## config.mk

```make
export PLATFORM = sky130hd
export DESIGN_NAME = tap_controller
export DESIGN_NICKNAME = d
export VERILOG_FILES = /design/src/rtl/jtag_pkg.sv /design/src/rtl/tap_fsm.sv /design/src/rtl/tap_controller.sv
export SDC_FILE = /design/constraint.sdc
export NUM_CORES = 1
export LEC_CHECK = 0
export CORE_UTILIZATION = 45
export CTS_CLUSTER_DIAMETER = 100
export DETAILED_ROUTE_END_ITERATION = 12
export PLACE_DENSITY = 0.79
export SLEW_MARGIN = 15
export SYNTH_ARGS = -nofsm -noshare
export SYNTH_HDL_FRONTEND = slang
export SYNTH_HIERARCHICAL = 1
export SYNTH_SLANG_ARGS = --single-unit
```

## constraint.sdc

```tcl
create_clock -name TCK -period 3.78 [get_ports TCK]
set_input_delay 0.567 -clock TCK [delete_from_list [all_inputs] [get_ports TCK]]
set_output_delay 0.567 -clock TCK [all_outputs]
set_load 0.03 [all_outputs]
```

## src/rtl/jtag_pkg.sv

```systemverilog
// ============================================================================
// Module : jtag_pkg
// Brief  : Shared TAP state encodings, opcodes and IR width for the JTAG chain.
// Rev    : 1.0  initial release
// ============================================================================
`default_nettype none

package jtag_pkg;

  localparam int IR_W = 4;

  // 1149.1 state encodings; data registers decode these directly.
  localparam logic [3:0] TLR    = 4'hF;
  localparam logic [3:0] RTI    = 4'hC;
  localparam logic [3:0] SEL_DR = 4'h7;
  localparam logic [3:0] CAP_DR = 4'h6;
  localparam logic [3:0] SH_DR  = 4'h2;
  localparam logic [3:0] EX1_DR = 4'h1;
  localparam logic [3:0] PAU_DR = 4'h3;
  localparam logic [3:0] EX2_DR = 4'h0;
  localparam logic [3:0] UPD_DR = 4'h5;
  localparam logic [3:0] SEL_IR = 4'h4;
  localparam logic [3:0] CAP_IR = 4'hE;
  localparam logic [3:0] SH_IR  = 4'hA;
  localparam logic [3:0] EX1_IR = 4'h9;
  localparam logic [3:0] PAU_IR = 4'hB;
  localparam logic [3:0] EX2_IR = 4'h8;
  localparam logic [3:0] UPD_IR = 4'hD;

  localparam logic [IR_W-1:0] IDCODE = 4'b0001;
  localparam logic [IR_W-1:0] BYPASS = 4'b1111;

endpackage

`default_nettype wire

```

## src/rtl/tap_fsm.sv

```systemverilog
// ============================================================================
// Module : tap_fsm
// Brief  : 16-state 1149.1 TAP state register and TMS next-state decode.
// Rev    : 1.0  initial release
// ============================================================================
`default_nettype none

module tap_fsm (
  input  logic       TCK,
  input  logic       TRST_N,
  input  logic       TMS,
  output logic [3:0] tap_state
);
  import jtag_pkg::*;

  logic [3:0] r_state;
  logic [3:0] w_next;

  always_comb begin
    w_next = r_state;
    case (r_state)
      TLR:     w_next = TMS ? TLR    : RTI;
      RTI:     w_next = TMS ? SEL_DR : RTI;
      SEL_DR:  w_next = TMS ? SEL_IR : CAP_DR;
      CAP_DR:  w_next = TMS ? EX1_DR : SH_DR;
      SH_DR:   w_next = TMS ? EX1_DR : SH_DR;
      EX1_DR:  w_next = TMS ? UPD_DR : PAU_DR;
      PAU_DR:  w_next = TMS ? EX2_DR : PAU_DR;
      EX2_DR:  w_next = TMS ? UPD_DR : SH_DR;
      UPD_DR:  w_next = TMS ? SEL_DR : RTI;
      SEL_IR:  w_next = TMS ? TLR    : CAP_IR;
      CAP_IR:  w_next = TMS ? EX1_IR : SH_IR;
      SH_IR:   w_next = TMS ? EX1_IR : SH_IR;
      EX1_IR:  w_next = TMS ? UPD_IR : PAU_IR;
      PAU_IR:  w_next = TMS ? EX2_IR : PAU_IR;
      EX2_IR:  w_next = TMS ? UPD_IR : SH_IR;
      UPD_IR:  w_next = TMS ? SEL_DR : RTI;
      default: w_next = TLR;
    endcase
  end

  always_ff @(posedge TCK or negedge TRST_N) begin
    if (!TRST_N) r_state <= TLR;
    else         r_state <= w_next;
  end

  assign tap_state = r_state;

endmodule

`default_nettype wire

```

## src/rtl/tap_controller.sv

```systemverilog
// ============================================================================
// Module : tap_controller
// Brief  : TAP controller, 4-bit IR, BYPASS register and final TDO mux.
//          JTAG_TDO_NEGEDGE_EN re-times tdo/tdo_en onto the falling TCK edge.
// Rev    : 1.0  initial release
// ============================================================================
`default_nettype none

module tap_controller #(
  parameter int             IR_W       = 4,        // only 4 is supported
  parameter logic [IR_W-1:0] IR_RESET   = 4'b0001,
  parameter logic [IR_W-1:0] IR_CAPTURE = 4'b0101  // LSBs must be 01
) (
  input  logic            TCK,
  input  logic            TRST_N,
  input  logic            TMS,
  input  logic            TDI,
  input  logic            idcode_tdo,
  output logic [3:0]      tap_state,
  output logic [IR_W-1:0] IR,
  output logic            tdo,
  output logic            tdo_en
);
  import jtag_pkg::*;

  logic [IR_W-1:0] r_ir;
  logic [IR_W-1:0] r_ir_shift;
  logic            r_bypass;
  logic            w_tdo;
  logic            w_tdo_en;

  tap_fsm u_tap_fsm (
    .TCK       (TCK),
    .TRST_N    (TRST_N),
    .TMS       (TMS),
    .tap_state (tap_state)
  );

  always_ff @(posedge TCK or negedge TRST_N) begin
    if (!TRST_N) begin
      r_ir_shift <= '0;
    end else if (tap_state == CAP_IR) begin
      r_ir_shift <= IR_CAPTURE;
    end else if (tap_state == SH_IR) begin
      r_ir_shift <= {TDI, r_ir_shift[IR_W-1:1]};
    end
  end

  always_ff @(posedge TCK or negedge TRST_N) begin
    if (!TRST_N) begin
      r_ir <= IR_RESET;
    end else if (tap_state == TLR) begin
      r_ir <= IR_RESET;
    end else if (tap_state == UPD_IR) begin
      r_ir <= r_ir_shift;
    end
  end

  // Any opcode other than IDCODE routes DR scans through the 1-bit bypass.
  always_ff @(posedge TCK or negedge TRST_N) begin
    if (!TRST_N) begin
      r_bypass <= 1'b0;
    end else if (r_ir != IDCODE) begin
      if (tap_state == CAP_DR)     r_bypass <= 1'b0;
      else if (tap_state == SH_DR) r_bypass <= TDI;
    end
  end

  always_comb begin
    w_tdo    = 1'b0;
    w_tdo_en = 1'b0;
    if (tap_state == SH_IR) begin
      w_tdo    = r_ir_shift[0];
      w_tdo_en = 1'b1;
    end else if (tap_state == SH_DR) begin
      w_tdo    = (r_ir == IDCODE) ? idcode_tdo : r_bypass;
      w_tdo_en = 1'b1;
    end
  end

  assign IR = r_ir;

`ifdef JTAG_TDO_NEGEDGE_EN
  logic r_tdo;
  logic r_tdo_en;

  always_ff @(negedge TCK or negedge TRST_N) begin
    if (!TRST_N) begin
      r_tdo    <= 1'b0;
      r_tdo_en <= 1'b0;
    end else begin
      r_tdo    <= w_tdo;
      r_tdo_en <= w_tdo_en;
    end
  end

  assign tdo    = r_tdo;
  assign tdo_en = r_tdo_en;
`else
  assign tdo    = w_tdo;
  assign tdo_en = w_tdo_en;
`endif

endmodule

`default_nettype wire

```

* Word-level counts from Yosys, hierarchy flattened
Cells that the tools add are included.
** Cells by class
- Eq/ne operators :: 17
- Mux-type cells :: 24
- Reduce and logical (&&, ||, !) cells :: 8
** Operator list (count)
- $pmux W4 S12 :: 1
- $eq A4 B4 Y1 const B :: 8
- $mux W4 :: 5
- $eq A4 B3 Y1 const B :: 4
- $mux W2 :: 6
- $mux W3 :: 4
- $eq A4 B1 Y1 const B :: 2
- $eq A4 B2 Y1 const B :: 2
- $mux W1 :: 8
- $reduce_bool A2 Y1 :: 3
- $logic_not A4 Y1 :: 1
- $ne A4 B1 Y1 const B :: 1
- $reduce_or A2 Y1 :: 2
- $reduce_or A3 Y1 :: 1
- $reduce_and A2 Y1 :: 1
** Word-level totals
- Register bits after elaboration :: 13
- Word-level logic and storage cells :: 53

* Depth between registers and ports, before layout
Gate-level depths: netlist (run 1).
- Word-level depth :: 4
- Gate-level depth with buffers :: 3

* By module
Netlist (run 1), hierarchy kept.
** Modules (own cells, without submodules)
- tap_controller :: times used 1, cells an instance 43, area an instance 429.2 µm², seq. area each 226.5 µm²
- tap_fsm :: times used 1, cells an instance 19, area an instance 197.7 µm², seq. area each 105.1 µm²

* Worst setup path before layout (run 1)
No wires, ideal clock.
- Kind :: reg-to-output
- Start :: register u_tap_fsm.r_state[1] (netlist: u_tap_fsm/tap_state[1])
- End :: output tdo
- Arrival :: 1.662 ns
- Required time :: 3.213 ns
- Path slack :: 1.551 ns
- Stages on the path, launching flop included :: 4
- Path through :: dfstp_2 -> nand2b_1 -> nor2_1 -> o211a_1
** On the way
- Cells in the longest elaborated chain, start to end :: 3
** Ends and longest elaborated chain
- from (decl) :: line tap_fsm.sv:16 : logic [3:0] r_state;
- from (signal assigned) :: line tap_fsm.sv:44 : else r_state <= w_next;
- $eq A4 B2 Y1 :: line tap_controller.sv:75 : end else if (tap_state == SH_DR) begin
- $mux W1 :: line tap_controller.sv:75
- $mux W1 (*) :: line tap_controller.sv:72 : if (tap_state == SH_IR) begin
- to (decl) :: line tap_controller.sv:21 : output logic tdo,
Every way passes the cells marked *; elsewhere a longest branch is shown, timed or not.

* Final worst setup path (run 1)
- Start :: register r_ir[0] (netlist: IR[0])
- End :: output tdo
** On the way
- Cells in the longest elaborated chain, start to end :: 4
** Ends and longest elaborated chain
- from (decl) :: line tap_controller.sv:26 : logic [IR_W-1:0] r_ir;
- from (signal assigned) :: line tap_controller.sv:55 : r_ir <= r_ir_shift;
- $eq A4 B1 Y1 :: line tap_controller.sv:76 : w_tdo = (r_ir == IDCODE) ? idcode_tdo : r_bypass;
- $mux W1 :: line tap_controller.sv:76
- $mux W1 :: line tap_controller.sv:75
- $mux W1 :: line tap_controller.sv:72
Every way passes these cells.

==> results of run 1 <==
-- area by class of cell --
class	count	area (um^2)
Sequential cell	13	332
Fill cell	115	489
Multi-Input combinational cell	49	295
Tap cell	15	18.8
Timing Repair Buffer	14	140
Clock buffer	4	26.3
-- per-layer routing --
layer  GRT usage (%)  part of all wire, %  up-vias
li1                -                    -      255
met1            21.9                   43      243
met2            34.6                   53       11
met3            6.82                  4.2        0
met4            5.17                    0        0
met5               0                    0        -
-- report_power, final --
group,switching (mW),total (mW),internal (mW)
logic,0.188,0.356,0.168
clock network,0.0417,0.0825,0.0408
registers,0.0955,0.314,0.219
total,0.325,0.752,0.428
-- kinds of logic (layout without fill, tap and decap cells) --
| family | count (synthesis) | after routing | share of synthesized area [%] |
|---|---|---|---|
| simple gates | 31 | 31 | 28.1 |
| buf+inv | 0 | 18 | 0 |
| mux | 1 | 1 | 1.80 |
| flops | 13 | 13 | 52.9 |
| compound gates | 17 | 17 | 17.2 |
-- layout by cell type, fill, tap and decap left out --
master,instances
sky130_fd_sc_hd__o211a_1,1
sky130_fd_sc_hd__nand2_1,11
sky130_fd_sc_hd__o31ai_1,1
sky130_fd_sc_hd__o21ai_1,8
sky130_fd_sc_hd__o21ai_0,2
sky130_fd_sc_hd__nand2b_1,7
sky130_fd_sc_hd__a21boi_0,1
sky130_fd_sc_hd__clkbuf_4,3
sky130_fd_sc_hd__nand4_1,1
sky130_fd_sc_hd__nor2b_4,1
sky130_fd_sc_hd__nand3b_1,2
sky130_fd_sc_hd__o41ai_1,1
sky130_fd_sc_hd__mux2_1,1
sky130_fd_sc_hd__nor4b_4,1
sky130_fd_sc_hd__nand3_1,2
sky130_fd_sc_hd__o211ai_1,1
sky130_fd_sc_hd__nor2_1,6
sky130_fd_sc_hd__o21a_1,1
sky130_fd_sc_hd__clkdlybuf4s50_1,14
sky130_fd_sc_hd__dfrtp_1,8
sky130_fd_sc_hd__a22o_1,1
sky130_fd_sc_hd__dfstp_2,5
sky130_fd_sc_hd__clkbuf_1,1
-- through the flow --
stage | cells | setup WS [ns]
after CTS | 95 | 0.986
after global placement | 91 | 1.19
after detailed placement | 91 | 1.18
final | 95 | 1.01
after global routing | 95 | 0.913
after floorplan | 62 | 1.55
-- registers in the layout, indices dropped and copies added (netlist names) --
| register | flops |
|---|---|
| r_ir_shift | 4 |
| r_bypass | 1 |
| u_tap_fsm/tap_state | 4 |
| IR | 4 |
-- critical path: cells and delay by family (launching register included) --
family	cells	cell delay [ns]
DFF	1	0.54
buffers and inverters	1	0.58
muxes	1	0.35
and+or+nand+nor	1	0.26
AOI/OAI and AO/OA	1	0.20
-- path summary, 6_finish.rpt --
path                       slack [ns]  depth (start not counted)                   endpoint                        startpoint
max                              1.01                          4                        tdo                 IR[0]$_DFFE_PN1P_
min in group asynchronous        0.67                          1          IR[1]$_DFFE_PN0P_                            TRST_N
max reg2reg                      2.52                          3          IR[2]$_DFFE_PN0P_  u_tap_fsm/tap_state[2]$_DFF_PN1_
min reg2reg                      0.48                          2          IR[0]$_DFFE_PN1P_                 IR[0]$_DFFE_PN1P_
max in group asynchronous        2.74                          1  r_ir_shift[2]$_DFFE_PN0P_                            TRST_N
min                              0.48                          2          IR[0]$_DFFE_PN1P_                 IR[0]$_DFFE_PN1P_
==> impl_results.md, run 1 <==
* Result of the run: finished, final reports clean
* Number of nets at the end of the flow at 86
* Placed wire-length estimate at 884 um
* Power per standard cell area at 927 nW/um^2
* Clk Latency, worst-skew pair at 0.27 ns
* Core occupancy in the finished layout at 62.4%
* Post-layout instance area at 812 um^2
* Total standard cell area after synthesis at 627 um^2
* MaxCap Viol Count at 0
* Number of routed nets with antenna violations at 0
* Area contributors post-synth: sky130_fd_sc_hd__dfrtp_1 32%, sky130_fd_sc_hd__dfstp_2 21%, sky130_fd_sc_hd__nand2b_1 7.0%, sky130_fd_sc_hd__nand2_1 6.6%, sky130_fd_sc_hd__o21ai_1 6.4%
* Fmax at 361 MHz
* Cells after synthesis at 62
* Hold Violations, Final at 0
* Sequential fraction of the synthesis area at 52.9%
* Overall Power at 752 uW
* Setup Total Neg Slack at 0 ns
* Post-CTS Repair Setup Buffers at 0
* Post-placement cell area at 786 um^2
* Maximum cell stage delay along the critical path at 0.58 ns
* Resized cells post-CTS at 0
* Die Span X at 39.3 um
* Commonest cells in the synthesized netlist: 11 x sky130_fd_sc_hd__nand2_1, 8 x sky130_fd_sc_hd__dfrtp_1, 8 x sky130_fd_sc_hd__o21ai_1, 7 x sky130_fd_sc_hd__nand2b_1, 6 x sky130_fd_sc_hd__nor2_1
* Core Region at 1300 um^2
* TritonRoute pass-1 iters at 4
* Effective utilization at floorplan at 48.2%
* Vias per cell at 5.36
* Final GP Congestion at 0.736
* Relative slew slack at 61.3%
* Critical path required time at 3.21 ns
* Maximum VDD drop at 0.553 mV
* Global-route wire length before repair at 1.99 mm
* Clock input transition at the sequential cells of the worst setup and hold paths at 0.07 ns
* Number of distinct standard cells referenced by the synthesized netlist at 20
* Clock Sink Count at 13
* Classification of the worst-slack hold path: reg -> reg
* Period utilisation layout at 73.3%
* Critical Path AT at 2.20 ns
* Transition at the pin with the smallest max-transition slack at 0.579 ns
* DRC violations left at 0
* Count of buffers inserted at the top-level ports at 14
* Number of placed I/O pins at 15
* Number of standard-cell rows in the floorplan at 13
* Worst Path Max Fanout at 3
* DRT iter0 DRCs at 5
* Clock tree root buffer cell: sky130_fd_sc_hd__clkbuf_4
* Post-synth top flop: sky130_fd_sc_hd__dfrtp_1
* Worst hold slack after final layout at 0.481 ns
* Cell type with the largest total area after synthesis: sky130_fd_sc_hd__dfrtp_1
* CTS H-tree lvls at 1
* Top-area cell type share of the netlist area at 31.9%
* Share of flip-flops with an asynchronous set or reset at 100%
* Die footprint at 1550 um^2
* Setup clock skew after layout at 0.00168 ns
* Cells along the critical path: nor4b_4 -> mux2_1 -> o211a_1 -> clkdlybuf4s50_1
* Startpoint type of the worst setup path: flip-flop
* Number of global-route vias before repair at 468
* Die Y at 39.3 um
* Flops & latches, synth at 13
* TritonCTS clock tree: built
* RSZ-0062 raised after global routing: no
* Mean post-synth cell area at 10.1 um^2
* EDFF count, synth at 0
* Number of antenna violations at the first check in global routing at 0
* Path type of the worst setup path: reg -> out
* Number of hold buffers added after CTS at 0
* Minimum period implied by the final worst setup slack at 2.77 ns
* Cell leakage power at 0.343 nW
* Clk buf depth at 2
* Number of buffers added by the clock tree synthesis step at 3
* Gr ovfl total at 0
* Most frequently used cell type in the post-synthesis netlist: sky130_fd_sc_hd__nand2_1
* Slew Viols, Final at 0
* Largest net degree at the start of global routing at 14
* Share of layout cells above drive strength 1 at 12.5%
* Slowest cell on crit path: sky130_fd_sc_hd__clkdlybuf4s50_1
* Relative area change from synthesis to final layout at 29.5%
* Total wire length after detailed routing at 1.22 mm
* Setup-failing EPs final at 0
* Total of warnings raised by yosys at 6
* Aggregate global-route resource usage at 19.5%
* Critical path endpoint category: output port
* WL/cell at 12.8 um
* Total inserted antenna cells at 0
* Net Count, Synth at 67
* Via count of the routed design at 509
Power figures use the tool's default switching activity.
==> run 2, diff against run 1 <==
==> constraint.sdc (replaced) <==
create_clock -name TCK -period 2.8 [get_ports TCK]
set_input_delay 0.42 -clock TCK [delete_from_list [all_inputs] [get_ports TCK]]
set_output_delay 0.42 -clock TCK [all_outputs]
set_load 0.03 [all_outputs]
==> run 2 against run 1 <==
Effect of this change: register-to-register slack worse by 1.0 ns; count of clock-buffer cells in the layout stayed put; clock skew is 0.0026 ns higher; critical path type unchanged; critical endpoint unchanged; largest cell class unchanged.
==> impl_results.md, run 2 (synthesized netlist as in run 1, its figures left out) <==
* Commonest non-fill, non-tap cells in the layout: 14 x sky130_fd_sc_hd__clkdlybuf4s50_1, 11 x sky130_fd_sc_hd__nand2_1, 8 x sky130_fd_sc_hd__dfrtp_1, 8 x sky130_fd_sc_hd__o21ai_1, 7 x sky130_fd_sc_hd__nand2b_1
* Number of buffers added by the clock tree synthesis step at 3
* Minimum period implied by the final worst setup slack at 2.62 ns
* Number of placed I/O pins at 15
* Resized cells post-CTS at 0
* Hold Violations, Final at 0
* Setup clock skew after layout at 0.00433 ns
* Reg-to-reg critical path startpoint: u_tap_fsm/tap_state[1]$_DFF_PN1_
* Vias per cell at 5.40
* RSZ-0062 raised after global routing: no
* Result of the run: finished, final reports clean
* Clock input transition at the sequential cells of the worst setup and hold paths at 0.08 ns
* Share of layout cells above drive strength 1 at 12.5%
* Gr ovfl total at 0
* Die Span X at 39.3 um
* Cell count of the worst reg-to-reg path at 3
* Die footprint at 1550 um^2
* Cell leakage power at 0.343 nW
* DRT iter0 DRCs at 9
* Most frequent standard cell in the layout excluding fill and tap cells: sky130_fd_sc_hd__clkdlybuf4s50_1
* Number of nets at the end of the flow at 86
* Final GP Congestion at 0.708
* Slew Viols, Final at 0
* DRC violations left at 0
* Crit. Startpoint: IR[0]$_DFFE_PN1P_
* Number of antenna violations at the first check in global routing at 0
* Period utilisation layout at 93.5%
* TritonCTS clock tree: built
* Power per standard cell area at 1260 nW/um^2
* MaxCap Viol Count at 0
* Post-CTS Repair Setup Buffers at 0
* Placed wire-length estimate at 897 um
* Total inserted antenna cells at 0
* Reg-to-reg critical path endpoint: r_bypass$_DFFE_PN0P_
* Largest net degree at the start of global routing at 14
* WL/cell at 13.3 um
* Aggregate global-route resource usage at 19.7%
* Clk Latency, worst-skew pair at 0.27 ns
* Classification of the worst-slack hold path: reg -> reg
* Number of global-route vias before repair at 530
* Critical path endpoint category: output port
* Count of cells along the worst hold path at 2
* Worst setup path end: tdo
* TritonRoute pass-1 iters at 3
* Worst Path Max Fanout at 3
* Core Region at 1300 um^2
* Relative slew slack at 61.6%
* Startpoint type of the worst setup path: flip-flop
* Setup Total Neg Slack at 0 ns
* Transition at the pin with the smallest max-transition slack at 0.574 ns
* Fmax at 382 MHz
* Relative area change from synthesis to final layout at 29.5%
* Maximum VDD drop at 0.687 mV
* Clock tree root buffer cell: sky130_fd_sc_hd__clkbuf_4
* Path type of the worst setup path: reg -> out
* Effective utilization at floorplan at 48.2%
* Number of standard-cell rows in the floorplan at 13
* CTS H-tree lvls at 1
* Count of buffers inserted at the top-level ports at 14
* Overall Power at 1.02 mW
* Total wire length after detailed routing at 1.26 mm
* Global-route wire length before repair at 2.03 mm
* Critical Path AT at 2.20 ns
* Critical path required time at 2.38 ns
* Via count of the routed design at 513
* Die Y at 39.3 um
* Number of routed nets with antenna violations at 0
* Clock Sink Count at 13
* Setup-failing EPs final at 0
* Reg2reg setup slack at 1.52 ns
* Number of hold buffers added after CTS at 0
* Clk buf depth at 2
[run 2: cell counts in the layout (fill, tap and decap cells not counted)]
Identical to the previous run, type by type.
[run 2: worst min path at each step]
stage / slack, ns / start / to
CTS: 0.49 / IR[0]$_DFFE_PN1P_ / IR[0]$_DFFE_PN1P_
global placement: 0.47 / IR[0]$_DFFE_PN1P_ / IR[0]$_DFFE_PN1P_
finish: 0.49 / IR[0]$_DFFE_PN1P_ / IR[0]$_DFFE_PN1P_
floorplan: 0.12 / TRST_N / IR[1]$_DFFE_PN0P_
global route: 0.51 / IR[0]$_DFFE_PN1P_ / IR[0]$_DFFE_PN1P_
detailed placement: 0.47 / IR[0]$_DFFE_PN1P_ / IR[0]$_DFFE_PN1P_
[run 2: power breakdown]
group	switching [mW]	internal [mW]	total, mW
Combinational	0.254	0.227	0.481
Clock	0.0582	0.0551	0.113
Sequential	0.133	0.295	0.428
Total	0.444	0.577	1.02
[run 2: final cells by class]
class	count	area (um^2)
multi-input combinational	49	295
sequential	13	332
clock buffer	4	26.3
timing repair buffer	14	140
tap	15	18.8
fill	116	489
[run 2: per-stage QoR]
step                      hold WS, ns  util [%]  area (um^2)  setup slack, ns  std cells
after floorplan                 0.124         -          627            0.718         62
after global placement          0.465      60.4          786            0.499         91
after detailed placement        0.474      60.4          786            0.469         91
after CTS                       0.489      62.4          812            0.164         95
after global routing            0.506      62.4          812           0.0908         95
final                           0.486      62.4          812            0.181         95
[run 2: critical path, stage by stage, from the launching register on]
cell and delay [ns]:
sky130_fd_sc_hd__dfstp_2 0.55, sky130_fd_sc_hd__nor4b_4 0.25, sky130_fd_sc_hd__mux2_1 0.35, sky130_fd_sc_hd__o211a_1 0.20, sky130_fd_sc_hd__clkdlybuf4s50_1 0.58
[run 2: layer usage]
layer	part of all wire [%]	up-vias	global-route usage, %
li1	-	257	-
met5	0	-	0
met3	3.4	2	3.41
met2	50	11	39.6
met4	0.63	0	10.3
met1	46	243	18.1
